**src/rtl/mips_fetch_unit.sv**
```systemverilog
// Instruction-fetch front end: PC generator, credit-limited request stream
// and prefetch queue delivering {pc, instruction} pairs to decode.
module mips_fetch_unit #(
    parameter int                ADDR_W      = 32,
    parameter int                DATA_W      = 32,
    parameter int                QUEUE_DEPTH = 4,
    parameter logic [ADDR_W-1:0] RESET_PC    = '0
) (
    input  logic              clk,
    input  logic              reset_n,
    output logic              imem_req_valid,
    input  logic              imem_req_ready,
    output logic [ADDR_W-1:0] imem_req_addr,
    input  logic              imem_rsp_valid,
    input  logic [DATA_W-1:0] imem_rsp_data,
    output logic              inst_valid,
    input  logic              inst_ready,
    output logic [DATA_W-1:0] inst_data,
    output logic [ADDR_W-1:0] inst_pc,
    input  logic              redirect_valid,
    input  logic [ADDR_W-1:0] redirect_pc
);

    localparam int CW = $clog2(QUEUE_DEPTH + 1);
    localparam int SW = CW + 1;
    localparam int PW = $clog2(QUEUE_DEPTH);
    localparam logic [SW-1:0] DEPTH = SW'(QUEUE_DEPTH);
    localparam logic [ADDR_W-1:0] STEP = ADDR_W'(4);

    logic [ADDR_W-1:0] fetch_pc;
    logic [ADDR_W-1:0] rsp_pc;
    logic [CW-1:0]     outstanding;
    logic [CW-1:0]     drop_cnt;
    logic [CW-1:0]     count;
    logic [PW-1:0]     rd_ptr;
    logic [PW-1:0]     wr_ptr;
    logic [ADDR_W-1:0] pc_mem   [QUEUE_DEPTH];
    logic [DATA_W-1:0] data_mem [QUEUE_DEPTH];

    logic [SW-1:0]     credit;
    logic              req_fire;
    logic              rsp_fire;
    logic              rsp_drop;
    logic              push;
    logic              pop;
    logic [ADDR_W-1:0] target_pc;
    logic              unused_lsb;

    assign target_pc  = {redirect_pc[ADDR_W-1:2], 2'b00};
    assign unused_lsb = ^redirect_pc[1:0];

    // Queue slots already promised to in-flight requests count as used.
    assign credit         = {1'b0, count} + {1'b0, outstanding};
    assign imem_req_valid = reset_n && !redirect_valid && (credit < DEPTH);
    assign imem_req_addr  = fetch_pc;
    assign req_fire       = imem_req_valid && imem_req_ready;

    assign rsp_fire = imem_rsp_valid && (outstanding != '0);
    assign rsp_drop = redirect_valid || (drop_cnt != '0);
    assign push     = rsp_fire && !rsp_drop;

    assign inst_valid = (count != '0);
    assign inst_pc    = inst_valid ? pc_mem[rd_ptr] : '0;
    assign inst_data  = inst_valid ? data_mem[rd_ptr] : '0;
    assign pop        = inst_valid && inst_ready;

    always_ff @(posedge clk or negedge reset_n) begin
        if (!reset_n) begin
            fetch_pc    <= RESET_PC;
            rsp_pc      <= RESET_PC;
            outstanding <= '0;
            drop_cnt    <= '0;
            count       <= '0;
            rd_ptr      <= '0;
            wr_ptr      <= '0;
        end else begin
            outstanding <= outstanding + CW'(req_fire) - CW'(rsp_fire);
            if (redirect_valid) begin
                fetch_pc <= target_pc;
                rsp_pc   <= target_pc;
                // Everything still in flight is wrong-path, older drops included.
                drop_cnt <= outstanding - CW'(rsp_fire);
                count    <= '0;
                rd_ptr   <= '0;
                wr_ptr   <= '0;
            end else begin
                if (req_fire) begin
                    fetch_pc <= fetch_pc + STEP;
                end
                if (rsp_fire && drop_cnt != '0) begin
                    drop_cnt <= drop_cnt - CW'(1);
                end
                if (push) begin
                    rsp_pc <= rsp_pc + STEP;
                    wr_ptr <= wr_ptr + PW'(1);
                end
                if (pop) begin
                    rd_ptr <= rd_ptr + PW'(1);
                end
                count <= count + CW'(push) - CW'(pop);
            end
        end
    end

    always_ff @(posedge clk) begin
        if (push) begin
            pc_mem[wr_ptr]   <= rsp_pc;
            data_mem[wr_ptr] <= imem_rsp_data;
        end
    end

    rsp_without_request: assert property (
        @(posedge clk) disable iff (!reset_n)
        imem_rsp_valid |-> (outstanding != '0)
    );

endmodule
```
**config.mk**
```make
export PLATFORM = sky130hd
export DESIGN_NAME = mips_fetch_unit
export DESIGN_NICKNAME = d
export VERILOG_FILES = /design/src/rtl/mips_fetch_unit.sv
export SDC_FILE = /design/constraint.sdc
export NUM_CORES = 1
export LEC_CHECK = 0
export BUFFER_PORTS_ARGS = -buffer_cell sky130_fd_sc_hd__clkbuf_2
export CELL_PAD_IN_SITES_DETAIL_PLACEMENT = 0
export CELL_PAD_IN_SITES_GLOBAL_PLACEMENT = 1
export CORE_UTILIZATION = 44
export CTS_CLUSTER_DIAMETER = 80
export DETAILED_ROUTE_END_ITERATION = 8
export GPL_TIMING_DRIVEN = 1
export PLACE_DENSITY = 0.81
export SYNTH_ARGS = -nofsm -noshare
export SYNTH_HDL_FRONTEND = slang
export SYNTH_SLANG_ARGS = --single-unit
```
**constraint.sdc**
```tcl
create_clock -name clk -period 3 [get_ports clk]
set_input_delay 0 -clock clk [delete_from_list [all_inputs] [get_ports clk]]
set_output_delay 0 -clock clk [all_outputs]
set_load 0.05 [all_outputs]
```
==> results of run 1 <==
==> worst min-delay path, cell delays in order <==
cell and delay, ns:
dlygate4sd3_1 0.52, buf_2 0.17, buf_4 0.35
==> placed cells by master (no fill, tap or decap), drive strengths merged, types with 30 or more instances in the layout <==
| cell type | Yosys | final |
|---|---|---|
| xnor2 | 32 | 32 |
| nand2 | 64 | 64 |
| mux4 | 62 | 62 |
| dfrtp | 73 | 73 |
| clkbuf | 24 | 205 |
| nand3 | 34 | 34 |
| nor2 | 30 | 30 |
| edfxtp | 248 | 248 |
| and2 | 70 | 70 |
| o21ai | 50 | 50 |
| dlygate4sd3 | 0 | 65 |
==> flip-flops by register name (all words and copies together) (netlist names) <==
signal         flops
count              3
data_mem         128
drop_cnt           3
imem_req_addr     30
outstanding        3
pc_mem           120
rd_ptr             2
rsp_pc            30
wr_ptr             2
==> stage by stage <==
stage	setup slack, ns	hold WS, ns	instances
2_1_floorplan	0.01897	-0.2956	863
3_3_place_gp	0.2001	0.1396	1390
3_5_place_dp	0.1510	0.1441	1390
4_1_cts	0.1459	0.1355	1513
5_1_grt	-0.01899	0.1766	1514
6_report	0.1017	0.1410	1514
==> cells by family after synthesis <==
logic type	Yosys count	synth area share
xor gates and xnor gates	40	0.02578
buffers and inverters	63	0.02246
muxes	66	0.1059
AOI/OAI and AO/OA	85	0.03765
and+or+nand+nor	266	0.1080
other	1	0.0002759
adders and majority gates	18	0.01767
DFF	321	0.6823
==> power by group through the flow <==
stage          Combinational (W)  Sequential (W)  Clock, W
2_1_floorplan            0.00337         0.00554         0
3_3_place_gp             0.00453         0.00543         0
3_5_place_dp             0.00458         0.00544         0
4_1_cts                  0.00466         0.00536   0.00399
5_1_grt                  0.00494         0.00540   0.00415
6_report                 0.00458         0.00536   0.00388
==> worst max path at each step <==
stage / end / slack [ns] / start
global placement: outstanding[2] / 0.20 / outstanding[2]
floorplan: outstanding[2] / 0.02 / outstanding[2]
global route: outstanding[2] / -0.02 / outstanding[2]
finish: outstanding[2] / 0.10 / outstanding[2]
detailed placement: outstanding[2] / 0.15 / outstanding[2]
CTS: outstanding[2] / 0.15 / outstanding[2]
==> cell type report <==
| class | instances | share of cell area |
|---|---|---|
| clock buffers | 45 | 0.05636 |
| clock inverters | 13 | 0.006187 |
| inverters | 20 | 0.004527 |
| multi-input cells | 479 | 0.2439 |
| flip-flops and latches | 321 | 0.5596 |
| well taps | 390 | 0.02943 |
| repair buffers | 246 | 0.09990 |
==> repair_timing <==
item | 4_1_cts | 5_1_grt
buffers inserted | 0 | 1
hold buffers | 65 | 0
endpoints found under the hold margin | 219 | 0
resized for setup | 0 | 2
endpoints found under the setup margin | 0 | 1
==> routing by layer <==
layer,share of wire,up-vias,global-route usage
li1,-,3773,-
met1,0.45,3953,0.2518
met4,0.018,0,0.04879
met2,0.47,265,0.2912
met3,0.059,37,0.02935
met5,0,-,0
==> run metrics, run 1 <==
logic gate share of total power=0.331; critical path arrival=3.29 ns; Pre-Repair DR Iteration Count=4; Total Wirelength=27,870 µm; initial antenna violation count=0; R2R cell count=10; largest net degree at the start of global routing=64; setup TNS=0 ns; NumNets Final=1,191; vias per inst=5.303; Post-synth EDFFs=248; switching pwr=0.004988 W; Crit. End Element=register; H-Tree Depth=2; VDD IR max=0.0003803 V; Pins Over Slew Limit=0; leading area contributor after synthesis=edfxtp_1; Critical R2R Launch=outstanding[2]; Core ar.=30,030 µm²; crit start category=register; Max Cap Violations=0; CTS Sinks=321; FP Rows=63; CTS Buffer Depth=3; vias in the first global route=8,194; crit share post-route=0.9661; crit-path cells=ha_1 -> or4b_1 -> and4bb_1 -> inv_2 -> ha_1 -> inv_1 -> ha_1 -> fa_2 -> xnor2_2 -> xnor2_1; cell mode on critical path=ha_1; Highest Clock Rate=0.3450 GHz; CP Max Fanout=4; Area after DPL=14,880 µm²; Async SR Flop Fraction=0.2274; Power, Total=0.01383 W; worst reg-to-reg setup slack=0.10 ns; CP Depth=10; critical path's slowest cell=or4b_1; Reg power frac=0.388; synth unique cells=52; Ports=168; Routability Congestion=0.8444; final core utilization=0.5521; DIE HEIGHT=177.8 µm; ratio of cells with drive above 1 in the final layout=0.2802; post-route cell area=16,580 µm²; min Tclk post-route=2.898 ns; Initial DRC Count=512; Synth Cell Area=13,590 µm²; Gate Count Post-Synth=860; CP bufs+invs=2; fillers=2,407; Final setup viols=0; Critical Path RT=3.39 ns; die area=31,600 µm²; top-count cell post-synth=edfxtp_1; Clock transition at path regs=0.06 ns; area of the multi-input gates=4045 µm²; CTS root buffer=clkbuf_16; Slew @ Worst Pin=0.9856 ns; DRC errors left=0; worst skew pair latency=0.51 ns; Fin. Hold Viols=0; Avg Inst Size Synth=15.80 µm²; global-route wire length before repair=43,500 µm; Synth area leaders=edfxtp_1 (55%), dfrtp_1 (13%), mux4_2 (10%); top-area cell type share of the netlist area=0.5479; Overflow after GRT=0; PortBufs=161; Clk pwr share=0.281; Pleak=5.977 nW; Worst Skew=0.02456 ns; number of buffers created by CTS=35; register area share after synthesis=0.6823; Worst Hold Class=input port to async pin; area grow syn2layout=22.00%; P per Cell Area=833.9 nW/µm²; status=finished, final reports clean; vias=8,028; worst slew margin relative to its limit=0.3405; Post-synth top cells=edfxtp_1 (248), dfrtp_1 (73), and2_1 (70); Switching Share=0.3607; # diodes=0; synthesized flop and latch total=321; register area=9280 µm²; Reg-to-Reg End=outstanding[2]; initial core utilization=0.4526; CTS tree=yes; Synth Warn #=0; Int Power=0.008840 W; Crit path max-delay family=adder cells; Post-DP HPWL=17,500 µm; Die X=177.8 µm; wire per inst=18.41 µm; Top FF cell, synth=edfxtp_1; critical path class=register to register; total track usage=0.1797; DRT antenna net count=0; CP peak stage delay=0.54 ns
(Power assumes the default switching activity.)
==> inputs of run 2 (changes only) <==
==> constraint.sdc (replaced) <==
create_clock -name clk -period 3 [get_ports clk]
set_input_delay 0.45 -clock clk [delete_from_list [all_inputs] [get_ports clk]]
set_output_delay 0.45 -clock clk [all_outputs]
set_load 0.05 [all_outputs]
==> run metrics, run 2 (synthesis results as in run 1) <==
status=finished, final reports clean; crit share post-route=0.9398; H-Tree Depth=2; logic gate share of total power=0.323; CP peak stage delay=0.52 ns; CTS Sinks=321; Resized cells post-CTS=0; Die X=177.8 µm; NumNets Final=1,129; met1 Use GR=0.2665; Critical R2R Launch=outstanding[2]; number of buffers created by CTS=35; CTS Hold Buffers Added=0; ratio of cells with drive above 1 in the final layout=0.3046; die area=31,600 µm²; largest net degree at the start of global routing=64; setup TNS=0 ns; Reg power frac=0.385; Fin. Hold Viols=0; Highest Clock Rate=0.3547 GHz; initial antenna violation count=0; min Tclk post-route=2.819 ns; Clock transition at path regs=0.06 ns; critical path class=register to register; Crit. End Element=register; Slew @ Worst Pin=1.094 ns; Pre-Repair DR Iteration Count=4; CP Max Fanout=4; CTS Buffer Depth=3; R2R cell count=10; vias per inst=5.360; Pins Over Slew Limit=0; crit start category=register; Initial DRC Count=452; biggest regs=data_mem x128, pc_mem x120; leading cell types in the layout, fill and taps excluded=edfxtp_1 (248), clkbuf_2 (160), dfrtp_1 (71); crit-path cells=ha_1 -> or4b_1 -> and4bb_1 -> inv_2 -> ha_1 -> inv_1 -> ha_1 -> fa_2 -> xnor2_1 -> xnor2_1; Overflow after GRT=0; DRC errors left=0; Worst Hold Class=input port to async pin; wire per inst=19.05 µm; area grow syn2layout=18.06%; # diodes=0; Post-DP HPWL=17,770 µm; Power, Total=0.01396 W; CTS root buffer=clkbuf_16; Worst Skew=0.01178 ns; worst skew pair latency=0.50 ns; fillers=2,483; cell mode on critical path=ha_1; global-route wire length before repair=43,790 µm; VDD IR max=0.0003560 V; gr busiest metal=met2; CTS tree=yes; post-CTS setup repair buffer count=0; worst slew margin relative to its limit=0.2678; worst reg-to-reg setup slack=0.18 ns; Crit path max-delay family=adder cells; commonest non-fill, non-tap cell in the layout=edfxtp_1; met2 Use GR=0.2793; switching pwr=0.005024 W; area of the multi-input gates=4038 µm²; Max Cap Violations=0; final core utilization=0.5343; initial core utilization=0.4526; critical path capture point=outstanding[2]; met3 GRT Util=0.03213; FP Rows=63; Area after DPL=14,930 µm²; Int Power=0.008933 W; Total Wirelength=27,760 µm; PortBufs=161; P per Cell Area=869.7 nW/µm²; Reg-to-Reg End=outstanding[2]; Ports=168; critical path arrival=3.20 ns; Final setup viols=0; Pleak=5.773 nW; total track usage=0.1816; post-route cell area=16,050 µm²; CP Depth=10; critical path's slowest cell=or4b_1; Worst Setup SP=outstanding[2]; largest reg by FF count=data_mem; DRT antenna net count=0; max FFs per register=128; Clk pwr share=0.292; DIE HEIGHT=177.8 µm; vias=7,809; Switching Share=0.3599; vias in the first global route=7,853; Routability Congestion=0.8416; register area=9279 µm²; CP bufs+invs=2; Core ar.=30,030 µm²; unrepaired setup endpoints after global routing=false; Critical Path RT=3.38 ns
-- run 2: worst min-delay path by stage --
stage / from / endpoint
floorplan: reset_n / count[0]
global placement: imem_req_addr[19] / imem_req_addr[19]
detailed placement: drop_cnt[1] / drop_cnt[1]
CTS: reset_n / imem_req_addr[31]
global route: reset_n / imem_req_addr[31]
finish: reset_n / imem_req_addr[31]
-- run 2: metal layers --
layer / share of wire / routed length, µm
met1: 0.46 / 12890
met2: 0.46 / 12730
met5: 0 / 0
met3: 0.060 / 1655
met4: 0.017 / 482
-- run 2: worst reg2reg max path, delay by kind of cell, from the launching register on --
family	cells	cell delay, ns
simple gates	2	0.82
flops	1	0.43
xor+xnor	2	0.27
fa+ha+maj	4	1.09
buf+inv	2	0.09
-- run 2: power groups by stage --
| stage | Clock (W) | Sequential (W) | Combinational [W] |
|---|---|---|---|
| after floorplan | 0 | 0.00554 | 0.00337 |
| after global placement | 0 | 0.00544 | 0.00454 |
| after detailed placement | 0 | 0.00546 | 0.00457 |
| after CTS | 0.00419 | 0.00538 | 0.00458 |
| after global routing | 0.00436 | 0.00542 | 0.00484 |
| final | 0.00407 | 0.00538 | 0.00451 |
-- run 2: area by class of cell --
| type | instances | share of cell area |
|---|---|---|
| well taps | 390 | 0.03041 |
| repair buffers | 184 | 0.06565 |
| multi-input cells | 479 | 0.2516 |
| clock inverters | 23 | 0.01037 |
| clock buffers | 40 | 0.05903 |
| flip-flops and latches | 321 | 0.5782 |
| inverters | 20 | 0.004678 |
-- run 2: metrics by stage --
stage                     instances  hold slack [ns]  worst slack (ns)
after global routing           1457          0.09716           0.01984
final                          1457          0.09421            0.1806
after global placement         1394           0.5264            0.1996
after detailed placement       1394           0.5325            0.1694
after CTS                      1457          0.08538            0.1557
after floorplan                 863           0.1544           0.01897
==> inputs of run 3 (changes only) <==
PLACE_DENSITY = 0.84   (was 0.81)
==> run metrics, run 3 (synthesis results as in run 1) <==
status=finished, final reports clean; Crit. End Element=primary output; # diodes=0; Max Cap Violations=0; initial antenna violation count=1; Fin. Hold Viols=0; worst skew pair latency=0.50 ns; DRC errors left=0; dpl cells=1,395; total track usage=0.1775; min Tclk post-route=2.856 ns; Slew @ Worst Pin=1.088 ns; P per Cell Area=871.0 nW/µm²; fillers=2,448; Total Wirelength=27,480 µm; CP Max Fanout=25; CTS tree=yes; CTS Hold Buffers Added=0; Routability Congestion=0.8423; Overflow after GRT=0; Pre-Repair DR Iteration Count=4; register area=9279 µm²; Worst Skew=0.01634 ns; Highest Clock Rate=0.3501 GHz; Resized cells post-CTS=0; H-Tree Depth=2; largest net degree at the start of global routing=64; CTS root buffer=clkbuf_16; number of buffers created by CTS=34; Final setup viols=0; initial core utilization=0.4526; worst slew margin relative to its limit=0.2722; Ports=168; vias=7,883; Worst Hold Class=input port to async pin; CTS Sinks=321; global-route wire length before repair=43,060 µm; Initial DRC Count=556; die area=31,600 µm²; wire per inst=18.91 µm; final core utilization=0.5341; NumNets Final=1,129; post-route cell area=16,040 µm²; largest reg by FF count=data_mem; Clock transition at path regs=0.06 ns; ratio of cells with drive above 1 in the final layout=0.3010; CTS Buffer Depth=3; PortBufs=161; DRT antenna net count=0; unrepaired setup endpoints after global routing=false; post-CTS setup repair buffer count=0; commonest non-fill, non-tap cell in the layout=edfxtp_1; critical path class=register to primary output; Core ar.=30,030 µm²; area grow syn2layout=18.02%; critical path arrival=2.41 ns; leading cell types in the layout, fill and taps excluded=edfxtp_1 (248), clkbuf_2 (160), dfrtp_1 (71); Critical Path RT=2.55 ns; area of the multi-input gates=4033 µm²; setup TNS=0 ns; Layout Cells excl Fill=1,453; Die X=177.8 µm; crit start category=register; vias in the first global route=7,999; Pins Over Slew Limit=0; crit share post-route=0.9520; biggest regs=data_mem x128, pc_mem x120; VDD IR max=0.0003794 V; DIE HEIGHT=177.8 µm; vias per inst=5.425; max FFs per register=128; Post-DP HPWL=17,850 µm; Pleak=5.765 nW; FP Rows=63; Area after DPL=14,950 µm²
==> run 3: cell count changes in the layout (fill, tap and decap cells not counted), moves of 3 or more <==
cell | previous run | this run
clkinv_1 | 11 | 5
clkinv_2 | 7 | 4
and2_2 | 0 | 4
clkinv_4 | 3 | 0
clkbuf_1 | 2 | 9
and2_4 | 4 | 0
==> run 3: stage by stage <==
stage	hold WS (ns)	worst slack, ns	total power (W)
3_5_place_dp	0.5393	0.1939	0.01005
4_1_cts	0.1119	0.06569	0.01416
5_1_grt	0.1294	0.007359	0.01461
6_report	0.1088	0.1441	0.01397
3_3_place_gp	0.5284	0.2041	0.009995
2_1_floorplan	0.1544	0.01897	0.008909
==> run 3: layout make-up <==
type                       count  share of cell area
clock buffer                  46             0.05982
inverter                      20            0.004680
timing repair buffer         185             0.06692
tap                          390             0.03042
sequential                   321              0.5784
multi-input combinational    479              0.2514
clock inverter                12            0.008346
==> run 3: final timing paths <==
path                                    from           endpoint  slack (ns)  cells past startpoint
hold reg to reg            imem_req_addr[19]  imem_req_addr[19]        0.56                      1
setup / recovery                   rd_ptr[0]      inst_data[15]        0.14                      4
min in group clk            imem_rsp_data[9]     data_mem[2][9]        0.17                      1
setup reg to reg              outstanding[2]     outstanding[2]        0.16                     10
max in group asynchronous            reset_n          rd_ptr[0]        1.97                      3
hold / removal                       reset_n  imem_req_addr[31]        0.11                      2
==> run 3: critical path, stage by stage (launching register included) <==
cell      delay, ns
dfrtp_4        0.64
buf_12         0.28
mux4_2         0.53
and2_1         0.18
clkbuf_2       0.23
==> run 3: power breakdown <==
| part | internal, W | switching, W | total, W |
|---|---|---|---|
| combinational | 0.00143 | 0.00303 | 0.00446 |
| sequential | 0.00509 | 0.000331 | 0.00542 |
| clock | 0.00250 | 0.00159 | 0.00409 |
==> run 3: metal layers <==
| metal | GRT usage | routed length [µm] | vias up |
|---|---|---|---|
| met3 | 0.03320 | 1699 | 38 |
| li1 | - | - | 3640 |
| met1 | 0.2462 | 12280 | 3956 |
| met2 | 0.2889 | 13010 | 247 |
| met4 | 0.04452 | 474 | 2 |
| met5 | 0 | 12 | - |
